`src/rtl/resp_pkg.sv`:
```
// Shared types and default sizes for the serial response transmitter.
package resp_pkg;

  typedef enum logic [1:0] {
    IDLE,
    SHIFT,
    PARITY,
    DONE
  } resp_state_t;

  localparam int RESP_DATA_W     = 8;
  localparam int RESP_FIFO_DEPTH = 4;

endpackage

```
`src/rtl/resp_tx_if.sv`:
```
// Word-in / serial-out handshake bundle for resp_tx; slave is the transmitter's view.
interface resp_tx_if
  import resp_pkg::*;
#(
  parameter int DATA_W = RESP_DATA_W
);

  logic [DATA_W-1:0] word_in;
  logic              word_vld;
  logic              word_rdy;
  logic              tx_data;
  logic              tx_vld;
  logic              rx_ready;
  logic              tx_finish;

  modport master (
    output word_in, word_vld, rx_ready,
    input  word_rdy, tx_data, tx_vld, tx_finish
  );

  modport slave (
    input  word_in, word_vld, rx_ready,
    output word_rdy, tx_data, tx_vld, tx_finish
  );

endinterface

```
`src/rtl/resp_fifo.sv`:
```
// Small synchronous FIFO with show-ahead head word and async active-low clear.
module resp_fifo #(
  parameter int DATA_W = 8,
  parameter int DEPTH  = 4
) (
  input  logic              clk,
  input  logic              clr,
  input  logic              push,
  input  logic              pop,
  input  logic [DATA_W-1:0] din,
  output logic [DATA_W-1:0] dout,
  output logic              full,
  output logic              empty
);

  localparam int                 PTR_W    = $clog2(DEPTH);
  localparam logic [PTR_W:0]     FULL_CNT = DEPTH[PTR_W:0];

  logic [DATA_W-1:0] mem [DEPTH];
  logic [PTR_W-1:0]  wr_ptr;
  logic [PTR_W-1:0]  rd_ptr;
  logic [PTR_W:0]    count;
  logic              do_push;
  logic              do_pop;

  assign do_push = push && !full;
  assign do_pop  = pop && !empty;

  always_ff @(posedge clk or negedge clr) begin
    if (!clr) begin
      wr_ptr <= '0;
      rd_ptr <= '0;
      count  <= '0;
    end else begin
      if (do_push) wr_ptr <= wr_ptr + 1'b1;
      if (do_pop)  rd_ptr <= rd_ptr + 1'b1;
      case ({do_push, do_pop})
        2'b10:   count <= count + 1'b1;
        2'b01:   count <= count - 1'b1;
        default: ;
      endcase
    end
  end

  // Storage carries data only, so it is left out of the clear.
  always_ff @(posedge clk) begin
    if (do_push) mem[wr_ptr] <= din;
  end

  assign dout  = mem[rd_ptr];
  assign full  = (count == FULL_CNT);
  assign empty = (count == '0);

endmodule

```
`src/rtl/resp_tx.sv`:
```
// Serial response transmitter: buffers words and sends each LSB-first plus an even-parity bit.
module resp_tx
  import resp_pkg::*;
#(
  parameter int DATA_W     = RESP_DATA_W,
  parameter int FIFO_DEPTH = RESP_FIFO_DEPTH
) (
  input  logic      clk,
  input  logic      clr,
  resp_tx_if.slave  bus
);

  localparam int                 CNT_W    = $clog2(DATA_W);
  localparam int                 LAST     = DATA_W - 1;
  localparam logic [CNT_W-1:0]   LAST_BIT = LAST[CNT_W-1:0];

  resp_state_t       state;
  logic [CNT_W-1:0]  bit_cnt;
  logic [DATA_W-2:0] sr;
  logic              par;
  logic              tx_vld_q;
  logic              tx_data_q;
  logic              tx_finish_q;

  logic [DATA_W-1:0] fifo_dout;
  logic              fifo_full;
  logic              fifo_empty;
  logic              load;
  logic              shift_en;

  assign load     = (state == IDLE) && !fifo_empty;
  assign shift_en = (state == SHIFT) && bus.rx_ready;

  resp_fifo #(
    .DATA_W (DATA_W),
    .DEPTH  (FIFO_DEPTH)
  ) u_fifo (
    .clk   (clk),
    .clr   (clr),
    .push  (bus.word_vld),
    .pop   (load),
    .din   (bus.word_in),
    .dout  (fifo_dout),
    .full  (fifo_full),
    .empty (fifo_empty)
  );

  // Bit 0 goes straight to tx_data at load time, so sr only holds the bits still to come.
  always_ff @(posedge clk) begin
    if (load) begin
      sr  <= fifo_dout[DATA_W-1:1];
      par <= ^fifo_dout;
    end else if (shift_en) begin
      sr  <= sr >> 1;
    end
  end

  always_ff @(posedge clk or negedge clr) begin
    if (!clr) begin
      state       <= IDLE;
      bit_cnt     <= '0;
      tx_vld_q    <= 1'b0;
      tx_data_q   <= 1'b0;
      tx_finish_q <= 1'b0;
    end else begin
      tx_finish_q <= 1'b0;
      case (state)
        IDLE: begin
          if (!fifo_empty) begin
            state     <= SHIFT;
            bit_cnt   <= '0;
            tx_vld_q  <= 1'b1;
            tx_data_q <= fifo_dout[0];
          end
        end
        SHIFT: begin
          if (bus.rx_ready) begin
            bit_cnt <= bit_cnt + 1'b1;
            if (bit_cnt == LAST_BIT) begin
              state     <= PARITY;
              tx_data_q <= par;
            end else begin
              tx_data_q <= sr[0];
            end
          end
        end
        PARITY: begin
          if (bus.rx_ready) begin
            state       <= DONE;
            tx_vld_q    <= 1'b0;
            tx_data_q   <= 1'b0;
            tx_finish_q <= 1'b1;
          end
        end
        DONE: begin
          state <= IDLE;
        end
        default: begin
          state <= IDLE;
        end
      endcase
    end
  end

  assign bus.tx_vld    = tx_vld_q;
  assign bus.tx_data   = tx_data_q;
  assign bus.tx_finish = tx_finish_q;
  assign bus.word_rdy  = !fifo_full;

endmodule
```
`src/flat_wrapper.sv`:
```
// flat-port wrapper written by rule: the top's interface ports become plain ports
module resp_tx_flat import resp_pkg::*;
#(
  parameter int DATA_W     = RESP_DATA_W,
  parameter int FIFO_DEPTH = RESP_FIFO_DEPTH
)
  (clk, clr, bus_word_in, bus_word_vld, bus_rx_ready, bus_word_rdy, bus_tx_data, bus_tx_vld, bus_tx_finish);
  resp_tx_if #(.DATA_W(DATA_W)) bus_i ();
  input  logic clk;
  input  logic clr;
  input wire logic [$bits(bus_i.word_in)-1:0] bus_word_in;
  input wire logic [$bits(bus_i.word_vld)-1:0] bus_word_vld;
  input wire logic [$bits(bus_i.rx_ready)-1:0] bus_rx_ready;
  output wire logic [$bits(bus_i.word_rdy)-1:0] bus_word_rdy;
  output wire logic [$bits(bus_i.tx_data)-1:0] bus_tx_data;
  output wire logic [$bits(bus_i.tx_vld)-1:0] bus_tx_vld;
  output wire logic [$bits(bus_i.tx_finish)-1:0] bus_tx_finish;
  assign bus_i.word_in = bus_word_in;
  assign bus_i.word_vld = bus_word_vld;
  assign bus_i.rx_ready = bus_rx_ready;
  assign bus_word_rdy = bus_i.word_rdy;
  assign bus_tx_data = bus_i.tx_data;
  assign bus_tx_vld = bus_i.tx_vld;
  assign bus_tx_finish = bus_i.tx_finish;
  resp_tx #(.DATA_W(DATA_W), .FIFO_DEPTH(FIFO_DEPTH)) u_core (.clk(clk), .clr(clr), .bus(bus_i));
endmodule
```
`config.mk`:
```
export PLATFORM = sky130hd
export DESIGN_NAME = resp_tx_flat
export DESIGN_NICKNAME = d
export VERILOG_FILES = /design/src/rtl/resp_pkg.sv /design/src/rtl/resp_tx_if.sv /design/src/rtl/resp_fifo.sv /design/src/rtl/resp_tx.sv /design/src/flat_wrapper.sv
export SDC_FILE = /design/constraint.sdc
export NUM_CORES = 1
export LEC_CHECK = 0
export ABC_AREA = 1
export BUFFER_PORTS_ARGS = -buffer_cell sky130_fd_sc_hd__buf_2
export CAP_MARGIN = 15
export CELL_PAD_IN_SITES_DETAIL_PLACEMENT = 2
export CELL_PAD_IN_SITES_GLOBAL_PLACEMENT = 2
export CORE_MARGIN = 2
export CORE_UTILIZATION = 35
export CTS_CLUSTER_SIZE = 25
export DETAILED_ROUTE_END_ITERATION = 10
export GPL_TIMING_DRIVEN = 0
export PLACE_DENSITY_LB_ADDON = 0.1
export SLEW_MARGIN = 25
export SYNTH_ARGS = -nofsm -noshare
export SYNTH_HDL_FRONTEND = slang
export SYNTH_SLANG_ARGS = --single-unit
```
`constraint.sdc`:
```
create_clock -name clk -period 2.7 [get_ports clk]
set_input_delay 0.27 -clock clk [delete_from_list [all_inputs] [get_ports clk]]
set_output_delay 0.27 -clock clk [all_outputs]
set_load 0.005 [all_outputs]
```
After elaboration in Yosys (flattened, before gate mapping)
Memory sizes are Yosys's and may differ from the RTL's. Cells that the tools add are included.

Memory bits (writable): 32. Input port bits: 12. Word-level logic and storage cells: 67. Bits in registers: 23. Memories kept: 1.

Memory list: u_core.u_fifo.mem (depth 4, width 8, rd ports 1, clocked after memory_dff 0, wr ports 1, RTL line resp_fifo.sv:19) `logic [DATA_W-1:0] mem [DEPTH];`.

Eq/ne operators: 11. $add $sub $neg: 5. Reduce and logical (&&, ||, !) cells: 18. Muxes and demuxes: 22.

Operator list (number): $mux 7 (2); $pmux 3 s2 (2); $mux 1 (9); $mux 2 (4); $ne 2x2->1 const B (4); $pmux 2 s4 (1); $reduce_and 4->1 (2); $reduce_bool 2->1 (4); $reduce_xor 8->1 (1); $add 3x1->3 const B (2); $eq 2x2->1 const B (3); $eq 3x3->1 const B (2); $mux 3 (2); $reduce_and 3->1 (2); $add 2x1->2 const B (2); $eq 2x1->1 const B (2); $logic_and 1x1->1 (4); $logic_not 3->1 (1); $pmux 1 s3 (1); $reduce_bool 3->1 (1); $sub 3x1->3 const B (1); $logic_not 1->1 (2); $logic_not 2->1 (1); $pmux 1 s2 (1).

Logic depth before layout (Yosys ltp)
Depth in word-level cells: 6. Mapped depth: 12.

By module
From an unflattened synthesis, not the netlist that was laid out.

Cell total of the unflattened synthesis: 288. Area, all modules: 2775.2 µm².

By module, submodules not included: resp_fifo (area an instance 1751.7 µm², times used 1, cells an instance 154, sequential area each 1136.1 µm²); resp_tx (area an instance 1023.5 µm², times used 1, cells an instance 134, sequential area each 440.4 µm²).

Least setup slack after synthesis
OpenSTA, ideal clock, no wires.

Kind: reg-to-reg. Start point: register u_core.state[0]. End point: register u_core.u_fifo.count[2]. Required time: 2569 ps. Path buffers: 0. Period minus slack after synthesis: 2063 ps. Setup slack: 637 ps. Cell stages (with the launch flop): 11. Data arrival time: 1933 ps. Cells stage by stage: dfrtp_1 > inv_1 > ha_1 > inv_1 > a31oi_4 > ha_1 > inv_1 > fa_1 > a21oi_1 > o21ai_0 > xor2_1.

Word-level cells in the longest chain between the ends: 5.

Ends and longest elaborated chain: start: declaration (RTL line resp_tx.sv:17) `resp_state_t state;`; start signal: assignment (RTL line resp_tx.sv:60) `state <= IDLE;`; start signal: assignment (RTL line resp_tx.sv:70) `state <= SHIFT;`; start signal: assignment (RTL line resp_tx.sv:80) `state <= PARITY;`; $logic_not 2->1 * (RTL line resp_tx.sv:31) `assign load = (state == IDLE) && !fifo_empty;`; $logic_and 1x1->1 * (RTL line resp_tx.sv:31); named net u_core.load (RTL line resp_tx.sv:28) `logic load;`; $logic_and 1x1->1 * (RTL line resp_fifo.sv:27) `assign do_pop = pop && !empty;`; $eq 2x1->1 / $eq 2x2->1 (equally long branches) (RTL line resp_fifo.sv:37) `case ({do_push, do_pop})`; $pmux 3 s2 / $reduce_bool 2->1 (equally long branches); end signal: assignment (RTL line resp_fifo.sv:38) `2'b10: count <= count + 1'b1;`; end signal: assignment (RTL line resp_fifo.sv:39) `2'b01: count <= count - 1'b1;`; end: declaration (RTL line resp_fifo.sv:22) `logic [PTR_W:0] count;`.

Mark *: on every way through the listed nets, which the timed path passes. The rest lies on a longest branch. A chain may end at the register's enable or synchronous reset.

Worst setup path after layout
Start point: register u_core.state[1]. End point: register u_core.u_fifo.count[2].

Same word-level chain as after synthesis.

==> qor.log <==
qor: global_routing.grt_pass1_wl 9.50 mm
qor: pwr.cell_internal_pwr 2.00 mW
qor: hold_path.holdCritPathClass input pin to flop
qor: detailed_routing.avgRoutedWirePerCell 14.2 um
qor: setup_path.critical_path.startpoint_type flop
qor: place.routabilityCongestion 0.706
qor: synth.synth-warning-count 0
qor: sta.fmaxAchievable 420 MHz
qor: sta.fin_setup_tns 0 ns
qor: die.dieArea 8230 sq um
qor: pwr.p_leak 1.29 nW
qor: pwr.p_clk_share 14.2%
qor: detailed_routing.wl_met3 113 um
qor: synth.net_count_of_the_mapped_netlist 279
qor: final_layout.area.growth.synth_to_final 11.6%
qor: pwr.post_layout_total_power 3.48 mW
qor: detailed_routing.drt-met1-wl 2.48 mm
qor: synth.synth-seq-area-share 59.9%
qor: place.post-dp-hpwl 4.01 mm
qor: detailed_routing.top_signal_layer_used met4
qor: die.number_of_ports_placed_on_the_die_boundary 16
qor: die.fp-row-count 31
qor: synth.ys_types 23
qor: setup_path.timing.setup.critical_path_class flop to flop
qor: detailed_routing.met2_routed_length 2.72 mm
qor: detailed_routing.iteration_count_of_the_initial_detailed_routing_pass 4
qor: clock_network.post-cts-setup-buffers 0
qor: synth.async_reset_ff_share 27.3%
qor: final_layout.fin_util 40.5%
qor: place.numPlacedInstances 370
qor: setup_path.cp_num_cells 10
qor: synth.synthesis.area 2630 sq um
qor: synth.synth.avg_cell_area 10.3 sq um
qor: sta.hold_viol_final 0
qor: sta.layout_worst_path_cycle_share 88.1%
qor: clock_network.ctsHtreeMaxLevel 2
qor: final_layout.fillCellCount 823
qor: hold_path.worst_hold_path.num_cells 1
qor: detailed_routing.totalWireLength 5.38 mm
qor: synth.top_area_cells_in_the_synthesized_netlist sky130_fd_sc_hd__edfxtp_1, sky130_fd_sc_hd__dfrtp_1, sky130_fd_sc_hd__nand2_1, sky130_fd_sc_hd__ha_1, sky130_fd_sc_hd__nand3_1
qor: pwr.combinationalPowerShare 47.4%
qor: synth.netlist_top_cells_count sky130_fd_sc_hd__nand2_1, sky130_fd_sc_hd__edfxtp_1, sky130_fd_sc_hd__inv_1
qor: setup_path.cp_common_cell sky130_fd_sc_hd__inv_1
qor: detailed_routing.drt_drc_violations_left 0
qor: setup_path.rr_worst_depth 10
qor: sta.worst_slack 0.321 ns
qor: final_layout.seqCellArea 1580 sq um
qor: final_layout.finish.cell_count_without_fillers 379
qor: die.die_height 90.7 um
qor: synth.syn-instance-count 256
qor: synth.synth-main-ff-cell sky130_fd_sc_hd__edfxtp_1
qor: global_routing.grt_antenna_before_repair 0
qor: final_layout.post_route_cells_drive_above_1_share 17.5%
qor: setup_path.crit_path_end_kind flop
qor: global_routing.grt_pass1_vias 1,940
qor: clock_network.tritoncts yes
qor: global_routing.gr-usage-all-layers 14.7%
qor: setup_path.cp.buffers_inverters 3
qor: sta.grt_setup_unrepaired false
qor: detailed_routing.route.antenna.remaining_nets 0
qor: pwr.sequentialPowerShare 38.4%
qor: job.cap_violations 0
qor: clock_network.clock_latency 0.32 ns
qor: sta.final_period_minus_worst_setup_slack 2.38 ns
qor: sta.timing_worst_slew_pin_value 0.879 ns
qor: setup_path.timing.critical_path.cells inv_1 -> ha_1 -> inv_1 -> a31oi_4 -> ha_1 -> inv_1 -> fa_1 -> a21oi_1 -> o21ai_0 -> xor2_1
qor: sta.setup_viol 0
qor: clock_network.sinks_on_clock_net 55
qor: setup_path.cp_top_family adder cells
qor: place.place_ws 0.325 ns
qor: pwr.power.share.switching 42.4%
qor: outcome.run_status completed
qor: sta.maxSlewViolCount 0
qor: die.core 7250 sq um
qor: die.initial_utilization 36.3%
qor: synth.flops_latches_synth 55
qor: clock_network.worst_setup_hold_path_clk_slew 0.11 ns
qor: synth.synth.top_cell.area_share 45.6%
qor: final_layout.multi_input_area 893 sq um
qor: clock_network.cts.root.buffer_cell sky130_fd_sc_hd__clkbuf_8
qor: setup_path.critPathSlowestCell sky130_fd_sc_hd__fa_1
qor: setup_path.worstPathRequired 2.90 ns
qor: sta.skew 0.0125 ns
qor: synth.synth-edff-count 40
qor: pwr.max-vdd-ir-drop 0.000393 V
qor: setup_path.critical-path-max-stage-delay 0.44 ns
qor: global_routing.grt_remaining_overflow 0
qor: detailed_routing.first_iter_violations 24
qor: global_routing.pin_count_of_the_biggest_net_entering_global_routing 21
qor: clock_network.cts_made_buffers 5
qor: detailed_routing.routed_via_density 4.74
qor: place.io_buffers 15
qor: pwr.power.net_switching 1.47 mW
qor: synth.synth_most_common_cell sky130_fd_sc_hd__nand2_1
qor: synth.netlist.top_cell.by_area sky130_fd_sc_hd__edfxtp_1
qor: sta.worst_slew_margin_rel 41.2%
qor: clock_network.bufs_on_longest_clock_path 2
qor: final_layout.insertedDiodeCount 0
qor: die.chipWidth 90.7 um
qor: detailed_routing.detailroute.via_count 1,798
qor: setup_path.worstPathArrival 2.58 ns
qor: setup_path.critPathMaxFanout 5
qor: pwr.power_density 1180 nW/um^2
qor: final_layout.num-nets-final 302
==> worst reg2reg max path, delay by kind of cell, from the launching register on <==
family,cells,cell delay (ns)
buffers and inverters,3,0.28
XOR/XNOR,1,0.15
AO/OA/AOI/OAI,3,0.55
adder cells (fa/ha/maj),3,0.88
flip-flops,1,0.40
==> cells in the final DEF, fill, tap and decap left out, drive strengths merged <==
| master | Yosys | layout |
|---|---|---|
| a21oi | 3 | 3 |
| a31oi | 1 | 1 |
| buf | 6 | 21 |
| clkbuf | 0 | 5 |
| dfrtp | 15 | 15 |
| dlygate4sd3 | 0 | 1 |
| edfxtp | 40 | 40 |
| fa | 1 | 1 |
| ha | 10 | 10 |
| inv | 28 | 31 |
| mux2 | 1 | 1 |
| nand2 | 93 | 93 |
| nand3 | 23 | 23 |
| nand4 | 1 | 1 |
| nor2 | 8 | 8 |
| o2111ai | 1 | 1 |
| o211ai | 3 | 3 |
| o21ai | 17 | 17 |
| xnor2 | 1 | 1 |
| xor2 | 4 | 4 |
==> stage by stage <==
stage               hold slack, ns  area, sq um
global placement             0.208         2830
detailed placement           0.205         2830
floorplan                  -0.0256         2630
CTS                          0.149         2940
finish                       0.160         2940
global route                 0.154         2940
==> flip-flops by register name (all words and copies together) (netlist names) <==
name and count:
u_core.sr 7, u_core.par 1, u_core.bit_cnt 3, u_core.bus.tx_finish 1, u_core.bus.tx_vld 1, u_core.u_fifo.mem 32, u_core.u_fifo.count 3, u_core.state 2
u_core.u_fifo.wr_ptr 2, u_core.bus.tx_data 1, u_core.u_fifo.rd_ptr 2
==> power by group through the flow <==
stage               clock (mW)  combinational (mW)  sequential, mW
global route             0.545                1.95            1.37
CTS                      0.518                1.71            1.34
finish                   0.494                1.65            1.34
floorplan                    0                1.25            1.33
global placement             0                1.66            1.35
detailed placement           0                1.70            1.36
==> path summary, 6_finish.rpt <==
kind / slack (ns) / endpoint / start
worst min-delay path: 0.16 / u_core.u_fifo.mem[2][4]$_DFFE_PP_ / bus_word_in[4]
worst max-delay path: 0.32 / u_core.u_fifo.count[2]$_DFFE_PN0P_ / u_core.state[1]$_DFFE_PN0P_
worst max register to register: 0.32 / u_core.u_fifo.count[2]$_DFFE_PN0P_ / u_core.state[1]$_DFFE_PN0P_
worst min register to register: 0.50 / u_core.u_fifo.count[1]$_DFFE_PN0P_ / u_core.u_fifo.count[1]$_DFFE_PN0P_
min in group asynchronous: 0.40 / u_core.bus.tx_data$_DFFE_PN0P_ / clr
max in group asynchronous: 2.03 / u_core.u_fifo.rd_ptr[0]$_DFFE_PN0P_ / clr
==> cell families (layout without fill, tap and decap cells) <==
kind of cell / Yosys count / after routing / synth area share, %
buf+inv: 34 / 58 / 6.18
compound gates: 25 / 25 / 5.80
simple gates: 125 / 125 / 20.5
fa+ha+maj: 11 / 11 / 5.51
mux: 1 / 1 / 0.428
flops: 55 / 55 / 59.9
xor+xnor: 5 / 5 / 1.66
==> final cells by class <==
type,instances,share of cell area (%)
multi-input cells,167,30.4
clock inverters,3,0.979
clock buffers,5,2.34
well taps,99,4.21
inverters,28,3.58
plain buffers,6,1.96
flip-flops and latches,55,53.6
repair buffers,16,2.89
==> timing repair <==
item                                   in CTS  in global routing
gates resized for setup                     0                  0
endpoints found under the hold margin      15                  0
hold buffers                                1                  0
==> metal layers <==
| metal | vias up | GRT usage, % |
|---|---|---|
| met5 | - | 0 |
| met2 | 14 | 26.1 |
| li1 | 889 | - |
| met4 | 0 | 4.23 |
| met1 | 891 | 18.3 |
| met3 | 4 | 2.75 |
(Power assumes the default switching activity.)
